File: src/rtl/uart_stream_bridge_pkg.sv
// Shared defaults and types for the UART stream bridge and its FIFOs.
package uart_stream_bridge_pkg;

    // Default geometry reused by the top level and the FIFO sub-module.
    localparam int DEF_DATA_WIDTH = 8;
    localparam int DEF_RX_DEPTH   = 16;
    localparam int DEF_TX_DEPTH   = 26;
    localparam int DEF_CNT_WIDTH  = 8;

    // FIFO operation for one cycle, encoded as {read, write}.
    typedef enum logic [1:0] {
        FIFO_IDLE = 2'b00,
        FIFO_PUSH = 2'b01,
        FIFO_POP  = 2'b10,
        FIFO_BOTH = 2'b11
    } fifo_op_e;

endpackage

File: src/rtl/uart_stream_bridge_sync_fifo.sv
// Synchronous FIFO with arbitrary depth. Pointers wrap by comparison, and
// full/empty come from an occupancy register, so any DEPTH >= 2 works.
// A write while full is accepted when a read is accepted in the same cycle.
module sync_fifo
    import uart_stream_bridge_pkg::*;
#(
    parameter int  DATA_WIDTH = DEF_DATA_WIDTH,
    parameter int  DEPTH      = DEF_RX_DEPTH,
    localparam int AW         = (DEPTH > 1) ? $clog2(DEPTH) : 1,
    localparam int LW         = $clog2(DEPTH + 1)
) (
    input  logic                  i_clk,
    input  logic                  i_rst,
    input  logic                  i_wr,
    input  logic                  i_rd,
    input  logic [DATA_WIDTH-1:0] i_wr_data,
    output logic [DATA_WIDTH-1:0] o_rd_data,
    output logic                  o_full,
    output logic                  o_empty,
    output logic [LW-1:0]         o_level
);

    logic [DATA_WIDTH-1:0] mem_r [DEPTH];
    logic [AW-1:0]         wr_ptr_r;
    logic [AW-1:0]         rd_ptr_r;
    logic [LW-1:0]         level_r;
    logic                  full_s;
    logic                  empty_s;
    logic                  wr_en_s;
    logic                  rd_en_s;
    fifo_op_e              op_s;

    // Advance a pointer, wrapping from DEPTH-1 back to zero.
    function automatic logic [AW-1:0] next_ptr(input logic [AW-1:0] ptr);
        logic [AW-1:0] nxt;
        if (ptr == AW'(DEPTH - 1)) begin
            nxt = {AW{1'b0}};
        end else begin
            nxt = ptr + AW'(1);
        end
        return nxt;
    endfunction

    assign full_s  = (level_r == LW'(DEPTH));
    assign empty_s = (level_r == {LW{1'b0}});
    assign rd_en_s = i_rd & ~empty_s;
    assign wr_en_s = i_wr & (~full_s | rd_en_s);
    assign op_s    = fifo_op_e'({rd_en_s, wr_en_s});

    assign o_rd_data = mem_r[rd_ptr_r];
    assign o_full    = full_s;
    assign o_empty   = empty_s;
    assign o_level   = level_r;

    // Pointer and occupancy bookkeeping; simultaneous push and pop keeps the level.
    always_ff @(posedge i_clk) begin
        if (!i_rst) begin
            wr_ptr_r <= {AW{1'b0}};
            rd_ptr_r <= {AW{1'b0}};
            level_r  <= {LW{1'b0}};
        end else begin
            case (op_s)
                FIFO_PUSH: begin
                    wr_ptr_r <= next_ptr(wr_ptr_r);
                    level_r  <= level_r + LW'(1);
                end
                FIFO_POP: begin
                    rd_ptr_r <= next_ptr(rd_ptr_r);
                    level_r  <= level_r - LW'(1);
                end
                FIFO_BOTH: begin
                    wr_ptr_r <= next_ptr(wr_ptr_r);
                    rd_ptr_r <= next_ptr(rd_ptr_r);
                end
                default: begin
                    level_r <= level_r;
                end
            endcase
        end
    end

    // Storage write; blocked while reset is held so a discarded byte never lands.
    always_ff @(posedge i_clk) begin
        if (i_rst && wr_en_s) begin
            mem_r[wr_ptr_r] <= i_wr_data;
        end
    end

endmodule

File: src/rtl/uart_stream_bridge.sv
// Buffered bridge between a UART core and a byte stream consumer/producer.
// RX bytes queue toward the consumer, producer bytes queue toward the UART,
// with optional local echo, sticky loss flags and a saturating drop counter.
module uart_stream_bridge
    import uart_stream_bridge_pkg::*;
#(
    parameter int  DATA_WIDTH = DEF_DATA_WIDTH,
    parameter int  RX_DEPTH   = DEF_RX_DEPTH,
    parameter int  TX_DEPTH   = DEF_TX_DEPTH,
    parameter int  ECHO       = 0,
    parameter int  CNT_WIDTH  = DEF_CNT_WIDTH,
    localparam int RX_LW      = $clog2(RX_DEPTH + 1),
    localparam int TX_LW      = $clog2(TX_DEPTH + 1)
) (
    input  logic                  i_clk,
    input  logic                  i_rst,
    input  logic                  i_rx_done,
    input  logic [DATA_WIDTH-1:0] i_rx_data,
    output logic                  o_tx_start,
    output logic [DATA_WIDTH-1:0] o_tx_data,
    input  logic                  i_tx_done,
    output logic                  o_m_valid,
    output logic [DATA_WIDTH-1:0] o_m_data,
    input  logic                  i_m_ready,
    input  logic                  i_s_valid,
    input  logic [DATA_WIDTH-1:0] i_s_data,
    output logic                  o_s_ready,
    input  logic                  i_clr,
    output logic                  o_rx_overflow,
    output logic                  o_echo_lost,
    output logic [CNT_WIDTH-1:0]  o_drop_cnt,
    output logic [RX_LW-1:0]      o_rx_level,
    output logic [TX_LW-1:0]      o_tx_level
);

    localparam logic ECHO_EN = (ECHO != 0);

    logic                  rx_full_s;
    logic                  rx_empty_s;
    logic                  rx_pop_s;
    logic                  rx_drop_s;
    logic                  tx_full_s;
    logic                  tx_empty_s;
    logic                  tx_pop_s;
    logic                  tx_room_s;
    logic                  echo_wr_s;
    logic                  echo_lost_s;
    logic                  s_ready_s;
    logic                  tx_wr_s;
    logic [DATA_WIDTH-1:0] tx_wr_data_s;
    logic                  rx_overflow_r;
    logic                  echo_lost_r;
    logic [CNT_WIDTH-1:0]  drop_cnt_r;

    // Increment that sticks at all-ones instead of wrapping.
    function automatic logic [CNT_WIDTH-1:0] sat_inc(input logic [CNT_WIDTH-1:0] val);
        logic [CNT_WIDTH-1:0] res;
        if (val == {CNT_WIDTH{1'b1}}) begin
            res = val;
        end else begin
            res = val + CNT_WIDTH'(1);
        end
        return res;
    endfunction

    // RX side: a byte is lost only when the FIFO is full and nothing leaves this cycle.
    assign rx_pop_s  = i_m_ready & ~rx_empty_s;
    assign rx_drop_s = i_rx_done & rx_full_s & ~rx_pop_s;

    // TX side: a pop this cycle frees a slot for a write in the same cycle.
    assign tx_pop_s    = i_tx_done & ~tx_empty_s;
    assign tx_room_s   = ~tx_full_s | tx_pop_s;
    assign echo_wr_s   = ECHO_EN & i_rx_done;
    assign echo_lost_s = echo_wr_s & ~tx_room_s;
    assign s_ready_s   = tx_room_s & ~echo_wr_s;

    // Arbitrate the single TX write port: echo first, producer otherwise.
    always_comb begin
        tx_wr_s      = 1'b0;
        tx_wr_data_s = i_s_data;
        if (echo_wr_s) begin
            tx_wr_s      = tx_room_s;
            tx_wr_data_s = i_rx_data;
        end else begin
            tx_wr_s      = i_s_valid & s_ready_s;
            tx_wr_data_s = i_s_data;
        end
    end

    sync_fifo #(
        .DATA_WIDTH (DATA_WIDTH),
        .DEPTH      (RX_DEPTH)
    ) u_rx_fifo (
        .i_clk      (i_clk),
        .i_rst      (i_rst),
        .i_wr       (i_rx_done),
        .i_rd       (i_m_ready),
        .i_wr_data  (i_rx_data),
        .o_rd_data  (o_m_data),
        .o_full     (rx_full_s),
        .o_empty    (rx_empty_s),
        .o_level    (o_rx_level)
    );

    sync_fifo #(
        .DATA_WIDTH (DATA_WIDTH),
        .DEPTH      (TX_DEPTH)
    ) u_tx_fifo (
        .i_clk      (i_clk),
        .i_rst      (i_rst),
        .i_wr       (tx_wr_s),
        .i_rd       (i_tx_done),
        .i_wr_data  (tx_wr_data_s),
        .o_rd_data  (o_tx_data),
        .o_full     (tx_full_s),
        .o_empty    (tx_empty_s),
        .o_level    (o_tx_level)
    );

    // Sticky loss flags and drop counter; a drop in the same cycle as a clear wins.
    always_ff @(posedge i_clk) begin
        if (!i_rst) begin
            rx_overflow_r <= 1'b0;
            echo_lost_r   <= 1'b0;
            drop_cnt_r    <= {CNT_WIDTH{1'b0}};
        end else begin
            if (rx_drop_s) begin
                rx_overflow_r <= 1'b1;
                drop_cnt_r    <= i_clr ? CNT_WIDTH'(1) : sat_inc(drop_cnt_r);
            end else if (i_clr) begin
                rx_overflow_r <= 1'b0;
                drop_cnt_r    <= {CNT_WIDTH{1'b0}};
            end
            if (echo_lost_s) begin
                echo_lost_r <= 1'b1;
            end else if (i_clr) begin
                echo_lost_r <= 1'b0;
            end
        end
    end

    assign o_m_valid     = ~rx_empty_s;
    assign o_tx_start    = ~tx_empty_s;
    assign o_s_ready     = s_ready_s;
    assign o_rx_overflow = rx_overflow_r;
    assign o_echo_lost   = echo_lost_r;
    assign o_drop_cnt    = drop_cnt_r;

endmodule

File: config.mk
export PLATFORM = sky130hd
export DESIGN_NAME = uart_stream_bridge
export DESIGN_NICKNAME = d
export VERILOG_FILES = /design/src/rtl/uart_stream_bridge_pkg.sv /design/src/rtl/uart_stream_bridge_sync_fifo.sv /design/src/rtl/uart_stream_bridge.sv
export SDC_FILE = /design/constraint.sdc
export NUM_CORES = 1
export LEC_CHECK = 0
export ABC_AREA = 1
export CAP_MARGIN = 20
export CORE_ASPECT_RATIO = 0.9
export CORE_UTILIZATION = 35
export CTS_CLUSTER_DIAMETER = 50
export CTS_CLUSTER_SIZE = 40
export DETAILED_ROUTE_END_ITERATION = 10
export PLACE_DENSITY = 0.6
export SLEW_MARGIN = 20
export SYNTH_ARGS = -nofsm -noshare
export SYNTH_HDL_FRONTEND = slang
export SYNTH_HIERARCHICAL = 1
export SYNTH_SLANG_ARGS = --single-unit
File: constraint.sdc
create_clock -name i_clk -period 3.7 [get_ports i_clk]
set_input_delay 0.74 -clock i_clk [delete_from_list [all_inputs] [get_ports i_clk]]
set_output_delay 0.74 -clock i_clk [all_outputs]
set_load 0.1 [all_outputs]
==> reports/qor.yml <==
global_route:
  grt_max_degree: 55
  grt_pass1_wl_mm: 59.02
  antenna_found_initial: 0
  grt_overflow: 0
  grt_pass1_vias: 10520
  grt_usage_pct: 15.75
clock_tree:
  root_buffer: "clkbuf_16"
  cts_setup_buffers: 0
  clk_pin_slew_ps: 60
  cts_resized: 0
  clockBufferDepth: 3
  cts-buffers-inserted: 37
  holdBufCountCts: 0
  clkLatencyLatePin_ps: 570
  clkSinkCount: 382
  cts_tree: "yes"
  htree_levels: 2
cells_and_area:
  fin_cells: 2252
  multiInputGateArea_um2: 4524
  drive_gt1_share_pct: 11.74
  antennaDiodeCount: 0
  syn2layout_area_growth_pct: 17.30
  seqCellArea_um2: 11030
  final_nets: 1650
  fillers: 4384
outcome:
  status: "finished clean"
die:
  die_area_um2: 47930
  io_pins: 62
  core_um2: 46540
  fp.dieH_um: 207.8
  initial_core_util_pct: 35.38
  die_w_um: 230.7
  rows: 75
drt:
  wire_per_inst_um: 16.56
  drtIter0Drc: 989
  wirelength_mm: 37.29
  via_per_inst: 4.882
  post-route-drc-count: 0
  final_antenna_net_count: 0
  dr.pass1.iters: 5
  num_vias: 11000
sta:
  fin_worst_skew_ps: 32.65
  period_share_pct: 92.96
  max_freq_mhz: 290.7
  fin_ws_ps: 260.5
  finalSetupViolations: 0
  worst-slew-pin-transition_ps: 984.6
  hold_viol_final: 0
  max_slew_margin_pct: 34.15
  rsz0062_at_grt: "false"
  fin_crit_ps: 3440
  slew_violations: 0
  fin_setup_tns_ps: 0
logic_synthesis:
  synth_cell_types: 39
  syn_inst: 1515
  ys_ff_latch: 382
  syn-num-nets: 1558
  yosysSeqAreaShare_pct: 66.85
  netlist_area_um2: 16470
  avgSynthCellArea_um2: 10.87
  ys_warn_count: 6
place:
  place_hpwl_mm: 23.67
  io_buffer_count: 60
  place_inst: 2184
  place_ws_ps: 493.7
  gp_congestion: 0.8340
critical_path:
  endpoint_kind: "output port"
  crit_fanout: 50
  arrival_ps: 2700
  required_ps: 2960
  worst_r2r_path_depth: 8
  worstSetupStartpointType: "flip-flop"
  worstSetupPathType: "reg -> out"
power:
  power.total_mw: 12.69
  power.density_nw_per_um2: 656.8
  ir_drop_mv: 0.4321
  leakage_nw: 7.251
flow_run:
  max_cap_viol_count: 0
worst_hold_path:
  hold_path_class: "reg -> reg"
  hold_depth: 2
[synth_stat cells, drive strengths merged]
library cell / instances / share of area [%]
nor3b: 1 / 0.046
xor2: 9 / 0.48
fa: 2 / 0.24
dfxtp: 46 / 5.6
edfxtp: 336 / 61
o211ai: 32 / 1.5
a211oi: 1 / 0.046
nor2: 152 / 3.7
nor3: 4 / 0.12
inv: 129 / 3.0
nand3b: 2 / 0.11
nand2: 357 / 8.7
conb: 1 / 0.023
clkbuf: 18 / 0.41
a21boi: 1 / 0.046
o21bai: 1 / 0.046
a21oi: 57 / 1.7
nand4: 9 / 0.34
nand3: 207 / 6.6
o21ai: 76 / 2.4
ha: 18 / 1.4
buf: 56 / 2.3
[area by class of cell]
cell class / instances / area share, %
clock inverter: 25 / 1.749
multi-input combinational: 930 / 23.42
clock buffer: 43 / 5.123
inverter: 129 / 2.545
timing repair buffer: 127 / 6.101
tap: 616 / 3.990
sequential: 382 / 57.07
[power by group]
part / internal [mW] / total, mW / switching (mW)
clock network: 2.24 / 4.05 / 1.81
logic: 1.00 / 3.59 / 2.58
registers: 4.80 / 5.05 / 0.256
total: 8.04 / 12.7 / 4.65
[worst max-delay path, cell delays in order (launching register included)]
cell,delay [ps]
dfxtp_4,550
buf_4,520
nor2_1,110
nor2_1,100
o21ai_0,130
nand3_1,120
nand3_1,110
nand2_1,100
nand2_1,50
nand2_1,130
buf_12,190
[registers in the layout (all words and copies together), names as in the netlist, 5 cells and up, named ones only]
name,flops
o_drop_cnt,8
u_rx_fifo/mem_r,128
u_tx_fifo/wr_ptr_r,5
u_tx_fifo/rd_ptr_r,5
u_tx_fifo/mem_r,208
u_tx_fifo/o_level,5
u_rx_fifo/o_level,5
[logic make-up (layout without fill, tap and decap cells)]
kind of cell               after synthesis  in the layout  synth area share (%)
and+or+nand+nor                        732            732                 19.65
AOI/OAI and AO/OA                      168            168                 5.705
buffers and inverters                  203            324                 5.675
DFF                                    382            382                 66.85
adders and majority gates               20             20                 1.611
xor gates and xnor gates                 9              9                0.4786
other                                    1              1               0.02277
[metal layers]
layer  wire length [µm]  GRT usage, %  up-vias
met5                  0             0        -
li1                   -             -     5380
met4                743         4.316        0
met3               2100         2.747       52
met2              17120         24.70      282
met1              17320         22.45     5281
[cells in the final DEF, fill, tap and decap left out, types with 2 or more instances in the layout]
| cell type | Yosys | final |
|---|---|---|
| nand3_2 | 2 | 2 |
| inv_2 | 3 | 3 |
| buf_4 | 8 | 77 |
| clkinv_8 | 0 | 4 |
| o21ai_1 | 2 | 2 |
| nand2_4 | 10 | 10 |
| clkbuf_1 | 18 | 3 |
| bufinv_16 | 0 | 3 |
| inv_8 | 0 | 6 |
| dfxtp_2 | 0 | 6 |
| inv_1 | 123 | 123 |
| dfxtp_1 | 46 | 38 |
| fa_1 | 2 | 2 |
| clkdlybuf4s50_1 | 0 | 40 |
| xor2_1 | 9 | 9 |
| clkbuf_8 | 0 | 2 |
| dfxtp_4 | 0 | 2 |
| buf_12 | 0 | 10 |
| o21ai_0 | 73 | 73 |
| nor3_1 | 4 | 4 |
| a21oi_1 | 57 | 57 |
| o211ai_1 | 32 | 32 |
| inv_6 | 0 | 5 |
| edfxtp_1 | 336 | 336 |
| nor2_1 | 147 | 147 |
| clkbuf_16 | 0 | 38 |
| clkinv_2 | 0 | 2 |
| ha_1 | 18 | 18 |
| clkinv_4 | 0 | 2 |
| nand3_1 | 202 | 202 |
| nand4_1 | 9 | 9 |
| nand3_4 | 3 | 3 |
| nor2_4 | 3 | 3 |
| inv_4 | 3 | 3 |
| nand2_2 | 3 | 3 |
| nand2_1 | 343 | 343 |
[final timing paths]
path	start	end	slack, ps
worst max-delay path	flip-flop	o_tx_data[1]	260
worst min register to register	o_rx_overflow	o_rx_overflow	490
worst min-delay path	o_rx_overflow	o_rx_overflow	490
worst max register to register	u_tx_fifo/o_level[3]	u_tx_fifo/mem_r[15][5]	1070
[per-stage QoR]
stage / instance area, µm² / hold slack, ps / utilization (%)
final: 19320 / 492.7 / 41.51
after detailed placement: 17990 / 486.8 / 38.65
after floorplan: 16470 / 460.3 / -
after CTS: 19320 / 502.7 / 41.51
after global placement: 17990 / 462.1 / 38.65
after global routing: 19320 / 531.6 / 41.51
Note: power is estimated with default switching activity, not from simulation.
